--- config.mk ---
export PLATFORM = sky130hd
export DESIGN_NAME = mul_acc_flat
export DESIGN_NICKNAME = d
export VERILOG_FILES = /design/src/rtl/mul_pkg.sv /design/src/rtl/mul_acc_if.sv /design/src/rtl/mul_acc_sat_add.sv /design/src/rtl/mul_acc.sv /design/src/flat_wrapper.sv
export SDC_FILE = /design/constraint.sdc
export NUM_CORES = 1
export LEC_CHECK = 0
export ABC_CLOCK_PERIOD_IN_PS = 4600
export CAP_MARGIN = 25
export CORE_AREA = 2 2 87 81
export CTS_CLUSTER_DIAMETER = 50
export DETAILED_ROUTE_END_ITERATION = 10
export DIE_AREA = 0 0 89 83
export PLACE_DENSITY = 0.84
export REMOVE_ABC_BUFFERS = 1
export SYNTH_ARGS = -nofsm -noshare
export SYNTH_HDL_FRONTEND = slang
export SYNTH_SLANG_ARGS = --single-unit
--- constraint.sdc ---
create_clock -name clk -period 4.6 [get_ports clk]
set_clock_uncertainty 0.05 [all_clocks]
set_input_delay 0.46 -clock clk [delete_from_list [all_inputs] [get_ports clk]]
set_output_delay 0.46 -clock clk [all_outputs]
set_load 0.005 [all_outputs]
--- src/rtl/mul_pkg.sv ---
// rtl/mul_pkg.sv - shared widths, FSM states and datapath types for the multiply-accumulate path
package mul_pkg;

    localparam int PW_DEF = 16;
    localparam int AW_DEF = 24;
    localparam int CW_DEF = 8;

    typedef enum logic {
        ACC  = 1'b0,
        HOLD = 1'b1
    } state_t;

    typedef logic [PW_DEF-1:0] prod_t;
    typedef logic [AW_DEF-1:0] sum_t;

endpackage

--- src/rtl/mul_acc_if.sv ---
// rtl/mul_acc_if.sv - product input stream and result output register bundle
interface mul_acc_if
    import mul_pkg::*;
#(
    parameter int PW = PW_DEF,
    parameter int AW = AW_DEF,
    parameter int CW = CW_DEF
);

    logic          in_valid;
    logic [PW-1:0] in_prod;
    logic          in_last;
    logic          in_ready;
    logic          out_valid;
    logic          out_ready;
    logic [AW-1:0] out_sum;
    logic [CW-1:0] out_cnt;
    logic          out_ovf;

    // Upstream producer and downstream consumer side
    modport master (
        output in_valid, in_prod, in_last, out_ready,
        input  in_ready, out_valid, out_sum, out_cnt, out_ovf
    );

    // Accumulator side
    modport slave (
        input  in_valid, in_prod, in_last, out_ready,
        output in_ready, out_valid, out_sum, out_cnt, out_ovf
    );

endinterface

--- src/rtl/mul_acc_sat_add.sv ---
// rtl/mul_acc_sat_add.sv - accumulator plus zero-extended product with carry-out and optional saturation
module sat_add #(
    parameter int PW  = 16,
    parameter int AW  = 24,
    parameter int SAT = 1
) (
    input  logic [AW-1:0] a,
    input  logic [PW-1:0] b,
    output logic [AW-1:0] sum,
    output logic          carry
);

    logic [AW:0] full;

    // One extra bit catches the carry out of the AW-bit sum
    assign full  = {1'b0, a} + (AW+1)'(b);
    assign carry = full[AW];
    // Once saturated the sum is all-ones, and any further nonzero term carries again, so it sticks
    assign sum   = ((SAT != 0) && carry) ? {AW{1'b1}} : full[AW-1:0];

endmodule

--- src/rtl/mul_acc.sv ---
// rtl/mul_acc.sv - sums a last-delimited product stream into one result per vector
module mul_acc
    import mul_pkg::*;
#(
    parameter int PW  = PW_DEF,
    parameter int AW  = AW_DEF,
    parameter int CW  = CW_DEF,
    parameter int SAT = 1
) (
    input  logic        clk,
    input  logic        rst,
    mul_acc_if.slave    bus
);

    state_t        state;
    logic [AW-1:0] acc;
    logic [CW-1:0] cnt;
    logic          ovf;
    logic [AW-1:0] add_sum;
    logic          add_carry;
    logic [CW-1:0] cnt_inc;
    logic          take;

    sat_add #(
        .PW  (PW),
        .AW  (AW),
        .SAT (SAT)
    ) u_add (
        .a     (acc),
        .b     (bus.in_prod),
        .sum   (add_sum),
        .carry (add_carry)
    );

    // Ready depends only on reset, the result register and the consumer, never on in_valid
    assign bus.in_ready  = !rst && ((state == ACC) || bus.out_ready);
    assign bus.out_valid = (state == HOLD);
    assign take          = bus.in_valid && bus.in_ready;
    assign cnt_inc       = (cnt == {CW{1'b1}}) ? cnt : cnt + CW'(1);

    // FSM, running accumulator and result register
    always_ff @(posedge clk) begin
        if (rst) begin
            state       <= ACC;
            acc         <= '0;
            cnt         <= '0;
            ovf         <= 1'b0;
            bus.out_sum <= '0;
            bus.out_cnt <= '0;
            bus.out_ovf <= 1'b0;
        end else begin
            if ((state == HOLD) && bus.out_ready) begin
                state <= ACC;
            end
            if (take) begin
                if (bus.in_last) begin
                    // A last beat landing on a handoff cycle reloads HOLD with the new result
                    bus.out_sum <= add_sum;
                    bus.out_cnt <= cnt_inc;
                    bus.out_ovf <= ovf | add_carry;
                    state       <= HOLD;
                    acc         <= '0;
                    cnt         <= '0;
                    ovf         <= 1'b0;
                end else begin
                    acc <= add_sum;
                    cnt <= cnt_inc;
                    ovf <= ovf | add_carry;
                end
            end
        end
    end

endmodule
--- src/flat_wrapper.sv ---
// flat-port wrapper written by rule: the top's interface ports become plain ports
module mul_acc_flat import mul_pkg::*;
#(
    parameter int PW  = PW_DEF,
    parameter int AW  = AW_DEF,
    parameter int CW  = CW_DEF,
    parameter int SAT = 1
)
  (clk, rst, bus_in_valid, bus_in_prod, bus_in_last, bus_out_ready, bus_in_ready, bus_out_valid, bus_out_sum, bus_out_cnt, bus_out_ovf);
  mul_acc_if #(.PW(PW), .AW(AW), .CW(CW)) bus_i ();
  input  logic clk;
  input  logic rst;
  input wire logic [$bits(bus_i.in_valid)-1:0] bus_in_valid;
  input wire logic [$bits(bus_i.in_prod)-1:0] bus_in_prod;
  input wire logic [$bits(bus_i.in_last)-1:0] bus_in_last;
  input wire logic [$bits(bus_i.out_ready)-1:0] bus_out_ready;
  output wire logic [$bits(bus_i.in_ready)-1:0] bus_in_ready;
  output wire logic [$bits(bus_i.out_valid)-1:0] bus_out_valid;
  output wire logic [$bits(bus_i.out_sum)-1:0] bus_out_sum;
  output wire logic [$bits(bus_i.out_cnt)-1:0] bus_out_cnt;
  output wire logic [$bits(bus_i.out_ovf)-1:0] bus_out_ovf;
  assign bus_i.in_valid = bus_in_valid;
  assign bus_i.in_prod = bus_in_prod;
  assign bus_i.in_last = bus_in_last;
  assign bus_i.out_ready = bus_out_ready;
  assign bus_in_ready = bus_i.in_ready;
  assign bus_out_valid = bus_i.out_valid;
  assign bus_out_sum = bus_i.out_sum;
  assign bus_out_cnt = bus_i.out_cnt;
  assign bus_out_ovf = bus_i.out_ovf;
  mul_acc #(.PW(PW), .AW(AW), .CW(CW), .SAT(SAT)) u_core (.clk(clk), .rst(rst), .bus(bus_i));
endmodule
==> results.py, run 1 <==
metrics = {
    "run_status": {
        "status": "finished, final reports clean",
    },
    "synthesis": {
        "yosysWarnings": 0,
        "synth.distinct_cells": 46,
        "synth_top_area_cell": "dfxtp_1",
        "netlist_area_mm2": 0.00345,
        "synth.area.top_cells": "dfxtp_1 39%, o21ai_0 7.0%, a21oi_1 6.8%",
        "netlist_instances": 426,
        "ys_seq_elements": 67,
        "synth_ff_type": "dfxtp_1",
        "syn_area_per_cell_um2": 8.10,
        "ys_seq_area_frac": 0.389,
        "async_reset_ff_frac": 0,
        "synth_top_area_frac": 0.389,
        "synth_edf_count": 0,
    },
    "clock_network": {
        "cts_tree": "done",
        "cts_hold_buf": 0,
        "postCtsSetupBuffers": 0,
        "cts.clk_slew.worst_paths_ps": 70,
        "cts_inserted_buffers": 9,
        "clk_path_buf_depth": 2,
        "clk_root_buffer_cell": "clkbuf_8",
        "h-tree-depth": 3,
        "worstSkewPairLatency_ps": 350,
        "postCtsResizedCells": 0,
        "clock-sinks": 67,
    },
    "drt": {
        "antenna_left": 0,
        "drtIter0Drc": 248,
        "wl_met1_um": 3930,
        "via_count": 3269,
        "dr_wl_met2_um": 4100,
        "wl_met3_um": 547,
        "dr.pass1.iters": 4,
        "top_layer": "met4",
        "drc": 0,
        "viasPerCell": 5.73,
        "routed_wl_um": 8680,
        "wl_per_cell_um": 15.2,
    },
    "timing": {
        "slew_headroom": 0.538,
        "setup_tns_ps": 0,
        "hold_violations": 0,
        "period_share": 0.729,
        "fmax_mhz": 298,
        "period_minus_slack_ps": 3350,
        "drv_slew": 0,
        "grt_setup_unrepaired": "false",
        "hold_slack_ps": 388,
        "tightest_slew_ps": 693,
        "setup_viol_count_final": 0,
    },
    "place": {
        "hpwlAfterDp_um": 6010,
        "io_buffers": 55,
        "place_congestion": 0.861,
        "dp_cells": 555,
    },
    "pwr": {
        "p_sw_frac": 0.257,
        "p_leak_nw": 1.68,
        "seq_power_share": 0.421,
        "power.switching_uw": 381,
        "clockPowerShare": 0.415,
        "cellPowerDensity_mw_per_mm2": 344,
        "p_comb_frac": 0.165,
        "vdd_drop_max_mv": 0.283,
        "p_int_mw": 1.10,
    },
    "layout": {
        "drive_above_1_share": 0.0624,
        "area_growth_pct": 24.9,
        "finish.utilization": 0.668,
        "fillCellCount": 560,
        "stdcell_count": 571,
        "regArea_mm2": 0.00134,
        "layout.nets": 515,
        "multi_input_area_mm2": 0.00200,
        "antenna_cells": 0,
    },
    "die": {
        "start_util": 0.535,
        "io_pins": 56,
        "dieHeight_um": 83,
        "coreArea_mm2": 0.00645,
        "dieWidth_um": 89,
        "fp-row-count": 28,
        "die_area_mm2": 0.00739,
    },
    "critical_path": {
        "reg2reg_depth": 9,
        "r2r-start": "u_core.acc[0]",
        "crit_type": "in -> reg",
        "critPathLaunch": "bus_in_prod[0]",
        "r2r_slack_ps": 1450,
        "start_kind": "input port",
        "crit_path_end_kind": "register",
        "worstPathRequired_ps": 4790,
        "cp_max_fo": 19,
        "crit_arrival_ps": 3540,
    },
    "grt": {
        "grt_pass1_wl_um": 14600,
        "track_usage": 0.247,
        "grt_max_degree": 47,
        "grt_overflow_total": 0,
        "antenna_found_initial": 0,
        "grt_pass1_vias": 3147,
    },
    "hold_path": {
        "hold_class": "reg -> reg",
        "hold_start": "u_core.bus.out_sum[22]",
        "whs_path_depth": 2,
    },
    "flow_run": {
        "maxCapViolCount": 0,
    },
}
## flip-flops by register name, indices dropped and copies added (netlist names)
| signal | count |
|---|---|
| u_core.bus.out_ovf | 1 |
| u_core.cnt | 8 |
| u_core.bus.out_cnt | 8 |
| u_core.bus.out_sum | 24 |
| u_core.acc | 24 |
| u_core.ovf | 1 |
| u_core.bus.out_valid | 1 |
## worst max-delay path, cell delays in order
cell and delay [ps]:
clkdlybuf4s50_1 400, ha_1 220, fa_1 400, a21o_1 210
a221o_1 400, a221oi_4 360, a31oi_4 180, nor2b_4 240
or4_1 470, and3_1 190
## synth_stat cells (4+ instances only)
cell type	n
o21ai_0	48
a22oi_1	4
nor2_1	44
and2_1	6
clkbuf_1	18
a21oi_1	47
nand3_1	35
nand2_1	38
nor3_1	6
inv_1	8
ha_1	17
and3_1	9
a31o_2	6
a21o_1	6
dfxtp_1	67
xor2_1	9
xnor2_1	13
## power groups by stage
stage	Sequential (mW)	Combinational, mW	Clock [mW]
after floorplan	0.635	0.145	0
after global placement	0.635	0.235	0
after detailed placement	0.636	0.239	0
after CTS	0.623	0.243	0.621
after global routing	0.626	0.271	0.647
final	0.623	0.244	0.614
## final timing paths
check | endpoint
setup / recovery | u_core.acc[21]
hold / removal | u_core.bus.out_sum[22]
setup reg to reg | u_core.acc[21]
hold reg to reg | u_core.bus.out_sum[22]
## cell families (layout without fill, tap and decap cells)
kind of cell	count (synthesis)	count (layout)	synth area share
simple gates	157	157	0.216
compound gates	133	133	0.236
flops	67	67	0.389
buf+inv	28	83	0.0330
xor+xnor	22	22	0.0558
fa+ha+maj	18	18	0.0674
mux	1	1	0.00290
## through the flow
step / cell area, um2 / total power, mW / setup slack [ps]
floorplan: 3370 / 0.780 / 1540
global placement: 4060 / 0.870 / 984
detailed placement: 4060 / 0.874 / 924
CTS: 4310 / 1.49 / 1270
global route: 4310 / 1.54 / 1140
finish: 4310 / 1.48 / 1250
## layout make-up
type,instances,share of cell area
Tap cell,90,0.0261
Sequential cell,67,0.311
Timing Repair Buffer,59,0.135
Clock buffer,11,0.0328
Clock inverter,5,0.0250
Multi-Input combinational cell,331,0.463
Inverter,8,0.00697
## cell usage in the layout (no fill, tap or decap), drive strengths merged, types with 11 or more instances in the layout
| cell | instances |
|---|---|
| a21oi | 47 |
| dfxtp | 67 |
| nand2 | 38 |
| clkdlybuf4s50 | 55 |
| xnor2 | 13 |
| clkbuf | 11 |
| nor2 | 44 |
| o21ai | 49 |
| ha | 17 |
| nand3 | 35 |
## per-layer routing
layer,vias to the layer above,track usage
met5,-,0
met3,9,0.0467
li1,1625,-
met1,1534,0.331
met4,0,0.0801
met2,101,0.396
No activity file was read; power rests on OpenSTA's default activity.
==> run 2, diff against run 1 <==
- ABC_CLOCK_PERIOD_IN_PS: 4600 -> 2810
- CORE_AREA: 2 2 87 81 -> 2 2 93 86
- DIE_AREA: 0 0 89 83 -> 0 0 95 88
- PLACE_DENSITY: 0.84 -> 0.78
- clock period: 4.6 -> 2.81 ns (I/O delays scaled with it)
==> results.py, run 2 (synthesis gave the netlist of run 1 again) <==
metrics = {
    "pwr": {
        "cellPowerDensity_mw_per_mm2": 498,
        "vdd_drop_max_mv": 0.387,
        "p_leak_nw": 1.82,
        "power.total_mw": 2.27,
    },
    "run_status": {
        "status": "finished, final reports clean",
    },
    "drt": {
        "via_count": 3346,
        "top_layer": "met4",
        "drtIter0Drc": 163,
        "wl_per_cell_um": 14.5,
        "drc": 0,
        "viasPerCell": 5.46,
        "routed_wl_um": 8890,
        "wl_met3_um": 596,
        "wl_met1_um": 4000,
        "dr.pass1.iters": 4,
        "antenna_left": 0,
        "dr_wl_met2_um": 4180,
    },
    "clock_network": {
        "cts_tree": "done",
        "cts_hold_buf": 0,
        "clk_root_buffer_cell": "clkbuf_8",
        "clk_path_buf_depth": 2,
        "h-tree-depth": 3,
        "cts.clk_slew.worst_paths_ps": 70,
        "clock-sinks": 67,
        "cts_inserted_buffers": 9,
        "worstSkewPairLatency_ps": 350,
    },
    "hold_path": {
        "hold_class": "reg -> reg",
    },
    "timing": {
        "period_share": 0.981,
        "setup_ws_ps": 53.5,
        "tightest_slew_ps": 728,
        "period_minus_slack_ps": 2760,
        "grt_setup_unrepaired": "true",
        "fmax_mhz": 363,
        "setup_viol_count_final": 0,
        "drv_slew": 0,
        "hold_violations": 0,
        "setup_tns_ps": 0,
        "slew_headroom": 0.513,
    },
    "place": {
        "hpwlAfterDp_um": 6460,
        "io_buffers": 55,
        "pre_cts_ws_ps": -500,
        "place_congestion": 0.914,
    },
    "layout": {
        "final_common_cell": "dfxtp_1",
        "layout.nets": 551,
        "antenna_cells": 0,
        "final_cell_mix": "66 x dfxtp_1, 54 x clkdlybuf4s50_1, 48 x o21ai_0, 47 x a21oi_1, 43 x nor2_1",
        "drive_above_1_share": 0.139,
        "finish.utilization": 0.616,
        "fillCellCount": 640,
        "reg.largest.list": "u_core.acc: 24 flops, u_core.bus.out_sum: 24 flops",
        "area_growth_pct": 31.9,
    },
    "critical_path": {
        "crit_type": "reg -> reg",
        "cp_max_fo": 2,
        "start_kind": "register",
        "crit_path_end_kind": "register",
        "crit_arrival_ps": 2950,
        "worstPathRequired_ps": 3010,
    },
    "grt": {
        "grt_pass1_wl_um": 14900,
        "track_usage": 0.230,
        "antenna_found_initial": 0,
        "grt_max_degree": 52,
        "grt_overflow_total": 0,
        "grt_pass1_vias": 3285,
    },
    "die": {
        "die_area_mm2": 0.00836,
        "dieWidth_um": 95,
        "fp-row-count": 30,
        "io_pins": 56,
        "coreArea_mm2": 0.00739,
        "start_util": 0.467,
        "dieHeight_um": 88,
    },
    "flow_run": {
        "maxCapViolCount": 0,
    },
}
run 2: changes by cell type in the layout (fill, tap and decap cells not counted), moves of 2 or more:
cell        previous run  this run
buf_4                  4        40
bufinv_16              3         1
clkinv_2               0         3
clkinvlp_4             0         2
inv_6                  2         0
run 2: critical path: stages, from the launching register on:
cell and delay, ps:
dfxtp_2 340, ha_4 160, fa_2 330, a21o_1 200, a221o_1 350, a221oi_4 310
a31oi_4 130, nor2b_4 150, or4_1 460, and3_1 170
run 2: report_power, final:
group	total [mW]	internal (mW)	switching, mW
combinational	0.457	0.233	0.224
clock	0.789	0.406	0.384
sequential	1.02	0.995	0.0251
total	2.27	1.63	0.633
run 2: worst paths after layout:
check                                       startpoint                      to  slack, ps  cells past startpoint
worst min register to register  u_core.bus.out_sum[22]  u_core.bus.out_sum[22]        390                      2
worst max-delay path                     u_core.acc[0]          u_core.acc[21]         50                      9
worst max register to register           u_core.acc[0]          u_core.acc[21]         50                      9
worst min-delay path            u_core.bus.out_sum[22]  u_core.bus.out_sum[22]        390                      2
run 2: cell type report:
| type | count | area (um2) | area share |
|---|---|---|---|
| multi-input cells | 331 | 2020 | 0.443 |
| repair buffers | 95 | 850 | 0.187 |
| clock inverters | 7 | 68.8 | 0.0151 |
| inverters | 8 | 30.0 | 0.00660 |
| well taps | 96 | 120 | 0.0264 |
| clock buffers | 9 | 124 | 0.0272 |
| flip-flops and latches | 67 | 1340 | 0.295 |
run 2: per-layer routing:
layer,GRT usage,vias up
met2,0.369,101
met5,0,-
li1,-,1695
met1,0.291,1542
met4,0.0962,0
met3,0.0645,8
run 2: stage by stage:
| stage | std cells | hold WS (ps) | instance area (um2) |
|---|---|---|---|
| 2_1_floorplan | 406 | 300 | 3370 |
| 3_3_place_gp | 595 | 387 | 4320 |
| 3_5_place_dp | 595 | 388 | 4320 |
| 4_1_cts | 613 | 398 | 4550 |
| 5_1_grt | 613 | 445 | 4550 |
| 6_report | 613 | 391 | 4550 |
run 2: what timing repair did:
| item | 4_1_cts | 5_1_grt |
|---|---|---|
| resized for setup | 6 | 1 |
| setup buffers | 2 | 0 |
| pin swaps | 6 | 6 |
| setup endpoints to repair | 18 | 11 |
==> run 3, diff against run 2 <==
- SLEW_MARGIN: not set -> 0
==> results of run 3 <==
Same layout as run 2: the final DEF is identical, and so are final timing and power.
